[src/rtl/rv32_pkg.sv]
// Shared definitions for the multicycle RV32 control unit.
// Holds the base opcode constants, the controller state encoding and the
// encodings of the immediate-format, next-PC and write-back selects, plus
// the opcode classification record produced by opcode_decoder.
// Optional feature: TRAP_ILLEGAL_EN (see multicycle_controller.sv).
package rv32_pkg;

  localparam logic [6:0] OPC_LOAD   = 7'b0000011;
  localparam logic [6:0] OPC_FENCE  = 7'b0001111;
  localparam logic [6:0] OPC_OP_IMM = 7'b0010011;
  localparam logic [6:0] OPC_AUIPC  = 7'b0010111;
  localparam logic [6:0] OPC_STORE  = 7'b0100011;
  localparam logic [6:0] OPC_OP     = 7'b0110011;
  localparam logic [6:0] OPC_LUI    = 7'b0110111;
  localparam logic [6:0] OPC_BRANCH = 7'b1100011;
  localparam logic [6:0] OPC_JALR   = 7'b1100111;
  localparam logic [6:0] OPC_JAL    = 7'b1101111;
  localparam logic [6:0] OPC_SYSTEM = 7'b1110011;

  localparam int unsigned TIMEOUT_W = 8;

  typedef enum logic [2:0] {
    ST_FETCH  = 3'd0,
    ST_DECODE = 3'd1,
    ST_EXEC   = 3'd2,
    ST_MEM    = 3'd3,
    ST_WB     = 3'd4,
    ST_TRAP   = 3'd5
  } state_e;

  typedef enum logic [2:0] {
    IMM_NONE = 3'd0,
    IMM_I    = 3'd1,
    IMM_S    = 3'd2,
    IMM_B    = 3'd3,
    IMM_J    = 3'd4,
    IMM_U    = 3'd5
  } imm_fmt_e;

  typedef enum logic [1:0] {
    PC_PLUS4 = 2'd0,
    PC_IMM   = 2'd1,
    PC_ALU   = 2'd2
  } pc_src_e;

  typedef enum logic [1:0] {
    WB_ALU = 2'd0,
    WB_MEM = 2'd1,
    WB_PC4 = 2'd2
  } wb_sel_e;

  typedef struct packed {
    logic isLoad;
    logic isStore;
    logic isBranch;
    logic isJal;
    logic isJalr;
    logic isAuipc;
    logic writesRd;
    logic isLegal;
  } op_class_t;

endpackage

[src/rtl/multicycle_controller_if.sv]
// Bundle between the multicycle controller and the datapath/memory side.
// Inputs to the controller: instr (IR contents), mem_ready (access done),
// branch_taken (ALU compare result).
// Outputs from the controller: memory strobes (mem_req, mem_we,
// mem_is_fetch), register-load strobes (ir_write, pc_write, reg_write),
// datapath selects (pc_src, imm_fmt, alu_src_a, alu_src_b, wb_sel),
// trap status (trap, trap_cause) and the current state (state_o).
// master = controller side, slave = datapath/memory side.
interface multicycle_controller_if;

  logic [31:0] instr;
  logic        mem_ready;
  logic        branch_taken;
  logic        mem_req;
  logic        mem_we;
  logic        mem_is_fetch;
  logic        ir_write;
  logic        pc_write;
  logic [1:0]  pc_src;
  logic [2:0]  imm_fmt;
  logic        alu_src_a;
  logic        alu_src_b;
  logic        reg_write;
  logic [1:0]  wb_sel;
  logic        trap;
  logic        trap_cause;
  logic [2:0]  state_o;

  modport master (
    input  instr, mem_ready, branch_taken,
    output mem_req, mem_we, mem_is_fetch, ir_write, pc_write, pc_src,
           imm_fmt, alu_src_a, alu_src_b, reg_write, wb_sel, trap,
           trap_cause, state_o
  );

  modport slave (
    output instr, mem_ready, branch_taken,
    input  mem_req, mem_we, mem_is_fetch, ir_write, pc_write, pc_src,
           imm_fmt, alu_src_a, alu_src_b, reg_write, wb_sel, trap,
           trap_cause, state_o
  );

endinterface

[src/rtl/opcode_decoder.sv]
// Classifies an RV32 base opcode into the flags the controller (and the
// datapath) need, and selects the immediate format for it.
// Ports:
//   opcode_i  - instr[6:0]
//   class_o   - classification flags (load/store/branch/jal/jalr/auipc,
//               writes a destination register, opcode is legal)
//   imm_fmt_o - immediate format encoding (imm_fmt_e)
module opcode_decoder
  import rv32_pkg::*;
(
  input  logic [6:0] opcode_i,
  output op_class_t  class_o,
  output logic [2:0] imm_fmt_o
);

  // Pure lookup on the opcode; FENCE and OP are legal but carry no immediate,
  // SYSTEM is legal with an I-type immediate but never writes a register.
  always_comb begin
    class_o   = '0;
    imm_fmt_o = IMM_NONE;
    case (opcode_i)
      OPC_LOAD: begin
        class_o.isLoad   = 1'b1;
        class_o.writesRd = 1'b1;
        class_o.isLegal  = 1'b1;
        imm_fmt_o        = IMM_I;
      end
      OPC_OP_IMM: begin
        class_o.writesRd = 1'b1;
        class_o.isLegal  = 1'b1;
        imm_fmt_o        = IMM_I;
      end
      OPC_JALR: begin
        class_o.isJalr   = 1'b1;
        class_o.writesRd = 1'b1;
        class_o.isLegal  = 1'b1;
        imm_fmt_o        = IMM_I;
      end
      OPC_SYSTEM: begin
        class_o.isLegal  = 1'b1;
        imm_fmt_o        = IMM_I;
      end
      OPC_STORE: begin
        class_o.isStore  = 1'b1;
        class_o.isLegal  = 1'b1;
        imm_fmt_o        = IMM_S;
      end
      OPC_BRANCH: begin
        class_o.isBranch = 1'b1;
        class_o.isLegal  = 1'b1;
        imm_fmt_o        = IMM_B;
      end
      OPC_JAL: begin
        class_o.isJal    = 1'b1;
        class_o.writesRd = 1'b1;
        class_o.isLegal  = 1'b1;
        imm_fmt_o        = IMM_J;
      end
      OPC_LUI: begin
        class_o.writesRd = 1'b1;
        class_o.isLegal  = 1'b1;
        imm_fmt_o        = IMM_U;
      end
      OPC_AUIPC: begin
        class_o.isAuipc  = 1'b1;
        class_o.writesRd = 1'b1;
        class_o.isLegal  = 1'b1;
        imm_fmt_o        = IMM_U;
      end
      OPC_OP: begin
        class_o.writesRd = 1'b1;
        class_o.isLegal  = 1'b1;
      end
      OPC_FENCE: begin
        class_o.isLegal  = 1'b1;
      end
      default: begin
      end
    endcase
  end

endmodule

[src/rtl/multicycle_controller.sv]
// Control FSM of a multicycle RV32 core:
// FETCH -> DECODE -> EXEC -> (MEM) -> (WB) -> FETCH, with a TRAP sink.
// Ports:
//   clk - clock, rising edge
//   rst - synchronous active-high reset
//   bus - multicycle_controller_if.master (instr/mem_ready/branch_taken in,
//         strobes, selects, trap status and state out)
// Parameter MEM_TIMEOUT (1..255): consecutive unanswered mem_req cycles
// tolerated before the controller traps with trap_cause = 1.
// Macro TRAP_ILLEGAL_EN: when defined, an unknown opcode traps from EXEC
// with trap_cause = 0; otherwise it retires as a NOP and trap_cause is 1.
module multicycle_controller
  import rv32_pkg::*;
#(
  parameter int unsigned MEM_TIMEOUT = 15
)
(
  input  logic                           clk,
  input  logic                           rst,
  multicycle_controller_if.master        bus
);

  localparam logic [TIMEOUT_W-1:0] TIMEOUT_LAST = TIMEOUT_W'(MEM_TIMEOUT - 1);

  state_e               state_q;
  logic [TIMEOUT_W-1:0] waitCnt_q;
  op_class_t            cls;
  logic [2:0]           immFmt;
  logic                 timeoutHit;
  logic                 unusedInstr;

  opcode_decoder u_decoder (
    .opcode_i  (bus.instr[6:0]),
    .class_o   (cls),
    .imm_fmt_o (immFmt)
  );

  assign unusedInstr = ^bus.instr[31:7];

  // The counter holds the number of already-unanswered cycles, so the access
  // times out when this cycle is also unanswered and the count is one short.
  // A ready arriving in that very cycle still wins.
  assign timeoutHit = !bus.mem_ready && (waitCnt_q == TIMEOUT_LAST);

`ifdef TRAP_ILLEGAL_EN
  logic cause_q;

  // The trap cause is latched when the trap is taken and reads as zero
  // while reset is asserted.
  assign bus.trap_cause = rst ? 1'b0 : cause_q;
`else
  // Only timeouts can trap in this build, so the cause is fixed at one
  // outside reset.
  assign bus.trap_cause = !rst;
`endif

  assign bus.state_o = state_q;

  // State register and wait counter. The counter is cleared on every cycle
  // that is not a waiting FETCH/MEM cycle, which makes it zero whenever one
  // of those states is entered.
  always_ff @(posedge clk) begin
    if (rst) begin
      state_q   <= ST_FETCH;
      waitCnt_q <= '0;
`ifdef TRAP_ILLEGAL_EN
      cause_q   <= 1'b0;
`endif
    end else begin
      waitCnt_q <= '0;
      case (state_q)
        ST_FETCH: begin
          if (bus.mem_ready) begin
            state_q <= ST_DECODE;
          end else if (timeoutHit) begin
            state_q <= ST_TRAP;
`ifdef TRAP_ILLEGAL_EN
            cause_q <= 1'b1;
`endif
          end else begin
            waitCnt_q <= waitCnt_q + 1'b1;
          end
        end
        ST_DECODE: begin
          state_q <= ST_EXEC;
        end
        ST_EXEC: begin
          if (cls.isBranch) begin
            state_q <= ST_FETCH;
          end else if (cls.isLoad || cls.isStore) begin
            state_q <= ST_MEM;
          end else if (!cls.isLegal) begin
`ifdef TRAP_ILLEGAL_EN
            state_q <= ST_TRAP;
            cause_q <= 1'b0;
`else
            state_q <= ST_WB;
`endif
          end else begin
            state_q <= ST_WB;
          end
        end
        ST_MEM: begin
          if (bus.mem_ready) begin
            state_q <= cls.isStore ? ST_FETCH : ST_WB;
          end else if (timeoutHit) begin
            state_q <= ST_TRAP;
`ifdef TRAP_ILLEGAL_EN
            cause_q <= 1'b1;
`endif
          end else begin
            waitCnt_q <= waitCnt_q + 1'b1;
          end
        end
        ST_WB: begin
          state_q <= ST_FETCH;
        end
        ST_TRAP: begin
          state_q <= ST_TRAP;
        end
        default: begin
          state_q <= ST_FETCH;
        end
      endcase
    end
  end

  // Output decode from the current state and opcode. The access-completing
  // strobes (ir_write, store pc_write) and the branch PC select follow the
  // handshake inputs combinationally so they land in the completing cycle.
  // Reset overrides everything to zero, even in the middle of an access.
  always_comb begin
    bus.mem_req      = 1'b0;
    bus.mem_we       = 1'b0;
    bus.mem_is_fetch = 1'b0;
    bus.ir_write     = 1'b0;
    bus.pc_write     = 1'b0;
    bus.pc_src       = PC_PLUS4;
    bus.imm_fmt      = IMM_NONE;
    bus.alu_src_a    = 1'b0;
    bus.alu_src_b    = 1'b0;
    bus.reg_write    = 1'b0;
    bus.wb_sel       = WB_ALU;
    bus.trap         = 1'b0;
    if (!rst) begin
      if (state_q inside {ST_DECODE, ST_EXEC, ST_MEM, ST_WB}) begin
        bus.imm_fmt = immFmt;
      end
      case (state_q)
        ST_FETCH: begin
          bus.mem_req      = 1'b1;
          bus.mem_is_fetch = 1'b1;
          bus.ir_write     = bus.mem_ready;
        end
        ST_EXEC: begin
          if (cls.isBranch) begin
            bus.pc_write = 1'b1;
            bus.pc_src   = bus.branch_taken ? PC_IMM : PC_PLUS4;
          end else if (cls.isLoad || cls.isStore) begin
            bus.alu_src_b = 1'b1;
          end else if (cls.isAuipc) begin
            bus.alu_src_a = 1'b1;
            bus.alu_src_b = 1'b1;
          end
        end
        ST_MEM: begin
          bus.mem_req = 1'b1;
          bus.mem_we  = cls.isStore;
          if (cls.isStore && bus.mem_ready) begin
            bus.pc_write = 1'b1;
            bus.pc_src   = PC_PLUS4;
          end
        end
        ST_WB: begin
          bus.pc_write  = 1'b1;
          bus.reg_write = cls.writesRd;
          if (cls.isJal) begin
            bus.pc_src = PC_IMM;
          end else if (cls.isJalr) begin
            bus.pc_src = PC_ALU;
          end
          if (cls.isLoad) begin
            bus.wb_sel = WB_MEM;
          end else if (cls.isJal || cls.isJalr) begin
            bus.wb_sel = WB_PC4;
          end
        end
        ST_TRAP: begin
          bus.trap = 1'b1;
        end
        default: begin
        end
      endcase
    end
  end

endmodule

[src/flat_wrapper.sv]
// flat-port wrapper written by rule: the top's interface ports become plain ports
module multicycle_controller_flat import rv32_pkg::*;
#(
  parameter int unsigned MEM_TIMEOUT = 15
)
  (clk, rst, bus_instr, bus_mem_ready, bus_branch_taken, bus_mem_req, bus_mem_we, bus_mem_is_fetch, bus_ir_write, bus_pc_write, bus_pc_src, bus_imm_fmt, bus_alu_src_a, bus_alu_src_b, bus_reg_write, bus_wb_sel, bus_trap, bus_trap_cause, bus_state_o);
  multicycle_controller_if bus_i ();
  input  logic clk;
  input  logic rst;
  input wire logic [$bits(bus_i.instr)-1:0] bus_instr;
  input wire logic [$bits(bus_i.mem_ready)-1:0] bus_mem_ready;
  input wire logic [$bits(bus_i.branch_taken)-1:0] bus_branch_taken;
  output wire logic [$bits(bus_i.mem_req)-1:0] bus_mem_req;
  output wire logic [$bits(bus_i.mem_we)-1:0] bus_mem_we;
  output wire logic [$bits(bus_i.mem_is_fetch)-1:0] bus_mem_is_fetch;
  output wire logic [$bits(bus_i.ir_write)-1:0] bus_ir_write;
  output wire logic [$bits(bus_i.pc_write)-1:0] bus_pc_write;
  output wire logic [$bits(bus_i.pc_src)-1:0] bus_pc_src;
  output wire logic [$bits(bus_i.imm_fmt)-1:0] bus_imm_fmt;
  output wire logic [$bits(bus_i.alu_src_a)-1:0] bus_alu_src_a;
  output wire logic [$bits(bus_i.alu_src_b)-1:0] bus_alu_src_b;
  output wire logic [$bits(bus_i.reg_write)-1:0] bus_reg_write;
  output wire logic [$bits(bus_i.wb_sel)-1:0] bus_wb_sel;
  output wire logic [$bits(bus_i.trap)-1:0] bus_trap;
  output wire logic [$bits(bus_i.trap_cause)-1:0] bus_trap_cause;
  output wire logic [$bits(bus_i.state_o)-1:0] bus_state_o;
  assign bus_i.instr = bus_instr;
  assign bus_i.mem_ready = bus_mem_ready;
  assign bus_i.branch_taken = bus_branch_taken;
  assign bus_mem_req = bus_i.mem_req;
  assign bus_mem_we = bus_i.mem_we;
  assign bus_mem_is_fetch = bus_i.mem_is_fetch;
  assign bus_ir_write = bus_i.ir_write;
  assign bus_pc_write = bus_i.pc_write;
  assign bus_pc_src = bus_i.pc_src;
  assign bus_imm_fmt = bus_i.imm_fmt;
  assign bus_alu_src_a = bus_i.alu_src_a;
  assign bus_alu_src_b = bus_i.alu_src_b;
  assign bus_reg_write = bus_i.reg_write;
  assign bus_wb_sel = bus_i.wb_sel;
  assign bus_trap = bus_i.trap;
  assign bus_trap_cause = bus_i.trap_cause;
  assign bus_state_o = bus_i.state_o;
  multicycle_controller #(.MEM_TIMEOUT(MEM_TIMEOUT)) u_core (.clk(clk), .rst(rst), .bus(bus_i));
endmodule
[config.mk]
export PLATFORM = sky130hd
export DESIGN_NAME = multicycle_controller_flat
export DESIGN_NICKNAME = d
export VERILOG_FILES = /design/src/rtl/rv32_pkg.sv /design/src/rtl/multicycle_controller_if.sv /design/src/rtl/opcode_decoder.sv /design/src/rtl/multicycle_controller.sv /design/src/flat_wrapper.sv
export SDC_FILE = /design/constraint.sdc
export NUM_CORES = 1
export LEC_CHECK = 0
export ABC_AREA = 1
export CORE_ASPECT_RATIO = 0.8
export CORE_MARGIN = 1
export CORE_UTILIZATION = 34
export DETAILED_ROUTE_END_ITERATION = 8
export GPL_TIMING_DRIVEN = 0
export PLACE_DENSITY = 0.8
export SLEW_MARGIN = 20
export SYNTH_ARGS = -nofsm -noshare
export SYNTH_HDL_FRONTEND = slang
export SYNTH_SLANG_ARGS = --single-unit
[constraint.sdc]
create_clock -name clk -period 1.33 [get_ports clk]
set_input_delay 0.3325 -clock clk [delete_from_list [all_inputs] [get_ports clk]]
set_output_delay 0.3325 -clock clk [all_outputs]
set_load 0.02 [all_outputs]
==> impl_metrics.toml <==
[sta]
fin_ws_ns = -0.562
slew-limit-headroom = 0.794
slew_viol_final = 0
max_freq_ghz = 0.529
clock_skew_ns = 0.00275
finalCritPeriodShare = 1.42
hold_viol_final = 0
period_minus_slack_ns = 1.89
rsz0062_at_grt = "yes"
setup_viol = 23
tightest_slew_ns = 0.306

[grt]
grt_most_used_layer = "met2"
grt_pass1_vias = 1225
grt_use_met2 = 0.409
use_met1 = 0.265
overflow = 0
grt_pass1_wl_um = 5290
grt_max_degree = 9
grt_util_all_layers = 0.229
antenna_found_initial = 0
gr-usage-met3 = 0.0424

[setup_path]
crit_chain = "clkdlybuf4s15_2 > nand2_2 > nor2_4 > nand2_4 > nor2_4 > nand2_1 > a21oi_4 > buf_6"
crit_top_cell = "nor2_4"
critPathBufInv = 2
r2r_setup_slack_ns = -0.08
ff2ff_path_depth = 8
reg2reg_from = "u_core.bus.state_o[1]"
required_ns = 1.00
crit_family = "simple AND/OR/NAND/NOR gates"
cp-start-kind = "primary input"
crit_start = "bus_instr[5]"
max_stage_delay_ns = 0.24
path_class = "in -> out"
arrival_ns = 1.56
cp_max_fo = 5
path_depth = 8
r2r_end = "u_core.waitCnt_q[4]"
end_kind = "primary output"
crit_slowest_cell = "clkdlybuf4s15_2"
crit_end = "bus_pc_src[0]"

[route]
drcViolationCount = 0
vias_per_cell = 5.25
ant_nets = 0
drt-pass1-iter-count = 5
vias = 1302
wire_per_inst_um = 15.6
drt-total-wl_um = 3880
drtIter0Drc = 82

[synth]
synth-seq-cells = 11
yosysUniqueCellTypes = 26
ys_warn_count = 0
yosys.area_share.adder = 0.0262
syn-mean-instance-area_um2 = 6.16
ys_seq_area_frac = 0.231
synth.largest_area_cell = "dfxtp_1"
synth_nets = 193
synth_top_family_by_area = "simple AND/OR/NAND/NOR gates"
synthTopCellsByArea = "dfxtp_1 (23%), nor2_1 (13%), nand2_1 (12%), nand3_1 (8.4%), inv_1 (7.5%)"
async_reset_ff_frac = 0
synth_xor_area_frac = 0.0183
yosys.area_share.simple = 0.539
synth_compound_area_frac = 0.0865
synth_enable_flop_cells = 0
ys.flop_type = "dfxtp_1"
syn-cell-area_um2 = 955
synth_top_area_share = 0.231
synthMuxAreaShare = 0
synthCells = 155

[power_and_ir_drop]
cellLeakagePower_nw = 0.816
power.share.combinational = 0.388
seqPwrFrac = 0.365
vdd_drop_max_mv = 0.530
p_clk_frac = 0.247
switchingPower_mw = 0.364
p_int_mw = 0.601
p_sw_frac = 0.378
power_mw = 0.965
cellPowerDensity_mw_per_mm2 = 507

[layout]
areaGrowthSynthToFinish_pct = 99.2
diodes = 0
drive_gt1_frac = 0.651
fin_nets = 251
layout_common_cells = "buf_6 (25), nand2_1 (17), nor2_4 (16), buf_4 (14), nor2_1 (12)"
final_common_cell = "buf_6"

[clocking]
cts-root-buf = "clkbuf_4"
path_clk_slew_ns = 0.08
cts_made_buffers = 3
clkLatencyLatePin_ns = 0.27
clk_path_buf_depth = 2
tritoncts = "built"
htreeDepth = 1
cts_sinks = 11

[placed_design]
gp_congestion = 0.855
numPortBuffers = 30
place_hpwl_um = 2080
place_ws_ns = -1.34

[floorplan]
initial_utilization = 0.375
die_w_um = 61.2
die-area_mm2 = 0.00303
row_count = 16
core_area_mm2 = 0.00254
die_h_um = 49.4
io_pins = 56

[flow_run]
maxCapViolations = 0

[run_status]
status = "complete, but fails checks"
violations = "setup timing"

[worst_hold_path]
hp-start = "u_core.waitCnt_q[7]"
min-delay-path-class = "reg -> reg"
## how the worst min path moves through the flow
| stage | to | depth (start not counted) |
|---|---|---|
| 2_1_floorplan | u_core.waitCnt_q[0] | 1 |
| 3_3_place_gp | u_core.waitCnt_q[0] | 1 |
| 3_5_place_dp | u_core.waitCnt_q[0] | 1 |
| 4_1_cts | u_core.waitCnt_q[0] | 1 |
| 5_1_grt | u_core.waitCnt_q[7] | 2 |
| 6_report | u_core.waitCnt_q[7] | 2 |
## cell families (layout without fill, tap and decap cells)
family,Yosys count,after routing
AND/OR/NAND/NOR,102,102
flip-flops,11,11
XOR/XNOR,2,2
AO/OA/AOI/OAI,13,13
adder cells (fa/ha/maj),2,2
buffers and inverters,25,82
## cell usage after synthesis (2+ instances only)
cell / number
xnor2_1: 2
nand3_1: 16
nand4_1: 4
nor2_1: 32
a21oi_1: 8
nor3_1: 4
dfxtp_1: 11
nand2_2: 2
inv_2: 5
o21bai_1: 2
nor3_2: 3
nand2_4: 2
inv_1: 19
nand2_1: 31
ha_1: 2
nor2_4: 2
## power by group through the flow
stage | clock (mW) | combinational (mW) | sequential (mW)
after floorplan | 0 | 0.133 | 0.365
final | 0.238 | 0.374 | 0.352
after detailed placement | 0 | 0.235 | 0.360
after CTS | 0.243 | 0.306 | 0.355
after global placement | 0 | 0.229 | 0.359
after global routing | 0.259 | 0.393 | 0.355
## timing repair
item	CTS	global route
hold buffers	0	0
gates resized for setup	176	44
cloned	1	0
setup buffers	15	7
pin swaps	22	13
endpoints found under the setup margin	26	28
## worst min-delay path: cells and delay by family (launching register included)
kind,cells,cell delay [ns]
AO/OA/AOI/OAI,1,0.05
flip-flops,1,0.34
AND/OR/NAND/NOR,1,0.09
## state kept, by name, indices dropped and copies added, names as in the netlist
register	cells
u_core.bus.state_o	3
u_core.waitCnt_q	8
## layout make-up
class                      instances  area [um2]
multi-input combinational        119         990
fill                             151         641
tap                               36        45.0
buffer                             1        11.3
inverter                          24         111
clock inverter                     1        5.00
sequential                        11         235
timing repair buffer              53         482
clock buffer                       3        22.5
## metrics by stage
step / TNS (ns) / instances / cell area (um2) / hold slack [ns] / util
global placement: -19.73 / 221 / 1420 / 0.458 / 0.557
floorplan: -1.28 / 155 / 1070 / 0.441 / -
global route: -8.18 / 248 / 1900 / 0.518 / 0.748
detailed placement: -20.57 / 221 / 1420 / 0.470 / 0.557
CTS: -6.13 / 241 / 1710 / 0.487 / 0.673
finish: -7.20 / 248 / 1900 / 0.512 / 0.748
## metal layers
metal,routed length (um),share of wire
met5,0,0
met1,1610,0.41
met3,234,0.060
met2,1940,0.50
met4,95,0.025
No activity file was read; power rests on OpenSTA's default activity.
